===== config.mk =====
export PLATFORM = sky130hd
export DESIGN_NAME = main_memory_arbiter
export DESIGN_NICKNAME = d
export VERILOG_FILES = /design/src/rtl/main_memory_arbiter.sv
export SDC_FILE = /design/constraint.sdc
export NUM_CORES = 1
export LEC_CHECK = 0
export BUFFER_PORTS_ARGS = -buffer_cell sky130_fd_sc_hd__buf_2
export CORE_MARGIN = 5
export CORE_UTILIZATION = 35
export CTS_BUF_LIST = sky130_fd_sc_hd__clkbuf_16
export DETAILED_ROUTE_END_ITERATION = 12
export PLACE_DENSITY = 0.65
export SLEW_MARGIN = 10
export SYNTH_ARGS = -nofsm -noshare
export SYNTH_HDL_FRONTEND = slang
export SYNTH_SLANG_ARGS = --single-unit

===== constraint.sdc =====
create_clock -name clk -period 2.2 [get_ports clk]
set_input_delay 0.11 -clock clk [delete_from_list [all_inputs] [get_ports clk]]
set_output_delay 0.11 -clock clk [all_outputs]
set_load 0.01 [all_outputs]

===== src/rtl/main_memory_arbiter.sv =====
// Arbiter for the single-ported main memory: fetch (read-only) and
// load/store data share it, one transaction in flight at a time.
//
// Ports:
//   clk, rst              clock, synchronous active-high reset
//   fetch_req/addr        fetch request, held until fetch_ack
//   fetch_ack             combinational accept (IDLE only)
//   fetch_rvalid/rdata    one-cycle response pulse, held data
//   data_req/we/addr/wdata load/store request, held until data_ack
//   data_ack              combinational accept (IDLE only)
//   data_rvalid/rdata     one-cycle load response pulse, held data
//   read_address, write_address, write_data, write_enable,
//   read_data             memory pins
//   busy                  transaction in progress
module main_memory_arbiter #(
    parameter int READ_LATENCY   = 1,
    parameter int MAX_DATA_BURST = 4
) (
    input  logic        clk,
    input  logic        rst,
    input  logic        fetch_req,
    input  logic [31:0] fetch_addr,
    output logic        fetch_ack,
    output logic        fetch_rvalid,
    output logic [31:0] fetch_rdata,
    input  logic        data_req,
    input  logic        data_we,
    input  logic [31:0] data_addr,
    input  logic [31:0] data_wdata,
    output logic        data_ack,
    output logic        data_rvalid,
    output logic [31:0] data_rdata,
    output logic [31:0] read_address,
    output logic [31:0] write_address,
    output logic [31:0] write_data,
    output logic        write_enable,
    input  logic [31:0] read_data,
    output logic        busy
);

    typedef enum logic [1:0] {
        IDLE,
        ISSUE,
        WAIT,
        RESP
    } state_t;

    localparam logic [2:0] LAT_LOAD  = 3'(READ_LATENCY - 1);
    localparam logic [3:0] BURST_MAX = 4'(MAX_DATA_BURST);

    state_t      state;
    state_t      state_nx;
    logic [31:0] addr_q;
    logic [31:0] wdata_q;
    logic        we_q;
    logic        owner_q;   // 1 = data path owns the transaction
    logic [2:0]  lat_cnt;
    logic [3:0]  starve_cnt;
    logic        starved;
    logic        fetch_win;
    logic        data_win;

    // Fetch only beats data when data has had its full burst
    // while fetch was waiting.
    always_comb begin
        starved   = (starve_cnt == BURST_MAX);
        fetch_win = 1'b0;
        data_win  = 1'b0;
        if (state == IDLE && !rst) begin
            fetch_win = fetch_req && (!data_req || starved);
            data_win  = data_req && !(fetch_req && starved);
        end
    end

    always_comb begin
        state_nx = state;
        unique case (state)
            IDLE:    if (fetch_win || data_win) state_nx = ISSUE;
            ISSUE:   state_nx = we_q ? IDLE : WAIT;
            WAIT:    if (lat_cnt == 3'd0) state_nx = RESP;
            RESP:    state_nx = IDLE;
            default: state_nx = IDLE;
        endcase
    end

    always_comb begin
        fetch_ack    = fetch_win;
        data_ack     = data_win;
        fetch_rvalid = (state == RESP) && !rst && !owner_q;
        data_rvalid  = (state == RESP) && !rst && owner_q;
        write_enable = (state == ISSUE) && we_q;
        busy         = (state != IDLE);
    end

    assign read_address  = addr_q;
    assign write_address = addr_q;
    assign write_data    = wdata_q;

    always_ff @(posedge clk) begin
        if (rst) state <= IDLE;
        else     state <= state_nx;
    end

    always_ff @(posedge clk) begin
        if (rst) begin
            addr_q      <= '0;
            wdata_q     <= '0;
            we_q        <= 1'b0;
            owner_q     <= 1'b0;
            lat_cnt     <= '0;
            starve_cnt  <= '0;
            fetch_rdata <= '0;
            data_rdata  <= '0;
        end else begin
            if (fetch_win) begin
                addr_q  <= fetch_addr;
                we_q    <= 1'b0;
                owner_q <= 1'b0;
            end else if (data_win) begin
                addr_q  <= data_addr;
                wdata_q <= data_wdata;
                we_q    <= data_we;
                owner_q <= 1'b1;
            end

            if (state == ISSUE && !we_q)
                lat_cnt <= LAT_LOAD;
            else if (state == WAIT && lat_cnt != 3'd0)
                lat_cnt <= lat_cnt - 3'd1;

            if (state == WAIT && lat_cnt == 3'd0) begin
                if (owner_q) data_rdata  <= read_data;
                else         fetch_rdata <= read_data;
            end

            if (!fetch_req || fetch_win)
                starve_cnt <= '0;
            else if (data_win && !starved)
                starve_cnt <= starve_cnt + 4'd1;
        end
    end

endmodule


==> reports/qor.txt <==
first-pass GRT wire length: 29500 um
WHS Endpoint: starve_cnt[3]
Skew-Pair Late Insertion Delay: 0.42 ns
post-route cell area: 8860 um2
CTS tree: yes
CP max stage cell: a211o_4
largest net degree at the start of global routing: 90
row cnt: 46
crit end category: output port
Synth Flop Type: dfxtp_1
startpoint types: register
Critical Path RT: 2.09 ns
Peak VDD IR: 0.516 mV
final-report hold violation count: 0
CTS Sinks: 139
run status: finished, final reports clean
Bufs on Longest Clock Path: 2
final setup fails: 0
CP Class: register to output port
Overall Power: 6.87 mW
# nets final: 1213
Yosys warnings: 0
drt wl/cell: 14.7 um
vias in the first global route: 6017
min-delay src: data_req
Antenna diodes: 0
Post-Route Skew: 0.0112 ns
RSZ-0062 raised after global routing: false
Final ANT Viol Nets: 0
flops & latches, synth: 139
Rel. slew slack: 37.8%
DRT Pass-1 Iters: 4
FFs w/ async S/R, synth: 0%
final WL: 19100 um
Area growth syn-to-layout: 59.7%
routed vias: 6076
max-slew violations: 0
Reg2Reg Depth: 7
Largest stage delay, worst path: 0.37 ns
gr usage total: 20.1%
fin crit share: 93.3%
cell breakdown of the critical path: inv_1 > ha_1 > nand3b_4 > a211o_4 > clkinv_4 > buf_2
Reg clk slew, reported paths: 0.06 ns
FMAX: 0.487 GHz
fin util: 56.4%
GRT overflow: 0
reg-to-reg slack, setup: 0.38 ns
vias per cell: 4.66
PwrDens: 775 nW/um2
min Tclk post-route: 2.05 ns
initial antenna violation count: 0
DP Wirelength: 12200 um
fraction of layout instances using a drive strength above 1: 32.1%
setup TNS: 0 ns
post-synthesis cell count: 702
clk root buf: clkbuf_16
syn_nets: 839
Hold WC Path Type: input pin to register
initial core utilization: 35.3%
Static Leak: 4.05 nW
dpl cell area: 6920 um2
Placeable Area: 15700 um2
Die Y: 136 um
GPL Wtd Cong: 0.813
Arr. time, crit path: 1.94 ns
slew at the pin closest to its max-slew limit: 0.933 ns
iteration-0 DRC count of the detailed router: 299
H-tree Lvls: 4
PortBufs: 298
Max-Cap Viols: 0
Crit Reg-Reg Startpoint: starve_cnt[0]
Die X: 136 um
DRC Markers: 0
Unique masters post-synth: 37
die area: 18500 um2
post-synthesis instance area: 5550 um2
# IOs: 299
r2r endpoint: read_address[24]
syn avg cell area: 7.91 um2
Crit Path Max Fanout: 35
EDFF count, synth: 0
hold depth: 3
sequential area share after synthesis: 50.1%
total CTS buffers: 17
==> cell type report <==
cell class	instances	area (um2)
Sequential cell	139	2780
Fill cell	1413	6850
Inverter	11	48.8
Multi-Input combinational cell	471	2250
Clock inverter	15	223
Clock buffer	17	425
Tap cell	216	270
Timing Repair Buffer	436	2870
==> logic make-up (layout without fill, tap and decap cells) <==
group / count (synthesis) / after routing / share of synthesized area (%)
flops: 139 / 139 / 50.1
mux: 1 / 1 / 0.180
buf+inv: 92 / 479 / 9.58
xor+xnor: 1 / 1 / 0.158
compound gates: 141 / 141 / 15.4
fa+ha+maj: 4 / 4 / 0.902
simple gates: 324 / 324 / 23.6
==> metrics by stage <==
stage	hold WS (ns)	cells	worst slack (ns)
floorplan	0.246	702	0.571
global placement	0.348	1144	0.468
detailed placement	0.350	1144	0.398
CTS	0.0325	1305	0.0609
global route	0.0560	1305	0.0384
finish	0.0572	1305	0.147
==> per-layer routing <==
layer  global-route usage [%]  vias up  share of wire (%)
li1                         -     3026                  -
met1                     21.6     2745                 39
met2                     36.4      265                 50
met3                     6.44       40                7.7
met4                     8.34        0                3.5
met5                        0        -                  0
==> where the power goes <==
part           leakage (nW)  total (mW)  internal [mW]  switching [mW]
clock                 0.320        3.14           2.02            1.12
sequential             1.13        2.73           2.64          0.0860
combinational          2.60       0.998          0.481           0.517
==> synth_stat cells (2+ instances only) <==
library cell	count	area share [%]
nand2b_1	4	0.45
nor3_1	4	0.36
ha_1	4	0.90
a21oi_1	102	9.2
and3b_1	2	0.32
inv_2	2	0.14
inv_1	8	0.54
nand4_1	3	0.34
nand3_1	3	0.27
buf_6	3	0.61
a311oi_1	32	5.0
clkbuf_1	30	2.0
dfxtp_1	139	50
nor4_1	2	0.23
nand2_1	261	18
nor2_1	37	2.5
buf_2	7	0.63
buf_4	40	5.4
==> critical path: cells and delay by family, from the launching register on <==
family          cells  cell delay, ns
buf+inv             3            0.50
compound gates      1            0.37
flops               1            0.33
fa+ha+maj           1            0.21
simple gates        1            0.12
==> cell usage in the layout (no fill, tap or decap), drive strengths merged, types with 2 or more instances in the layout <==
cell type,n
clkinv,7
bufinv,5
nor4,2
nand2b,4
nand3,3
dfxtp,139
nand2,261
inv,13
buf,307
and3b,2
dlygate4sd3,129
nor2,38
a21oi,102
nor3,5
a311oi,32
clkbuf,17
nand4,3
ha,4
==> worst max-delay path by stage <==
stage	start	end	slack, ns	depth (start not counted)
after floorplan	starve_cnt[0]	read_address[24]	0.57	8
after global placement	starve_cnt[0]	read_address[3]	0.47	7
after detailed placement	starve_cnt[0]	read_address[20]	0.40	7
after CTS	starve_cnt[0]	data_ack	0.06	6
after global routing	starve_cnt[0]	fetch_ack	0.04	6
final	starve_cnt[0]	fetch_ack	0.15	6
==> flip-flops by register name, summed over array words and instances, names as in the netlist, named ones only <==
signal        count
data_rdata       32
fetch_rdata      32
read_address     32
write_data       32
starve_cnt        4
lat_cnt           3
owner_q           1
state             1
we_q              1
==> what timing repair did <==
| item | 4_1_cts | 5_1_grt |
|---|---|---|
| setup endpoints to repair | 0 | 1 |
| setup buffers | 0 | 0 |
| hold buffers | 129 | 0 |
| hold endpoints to repair | 128 | 0 |
| resized for setup | 0 | 2 |
Note: power is estimated with default switching activity, not from simulation.
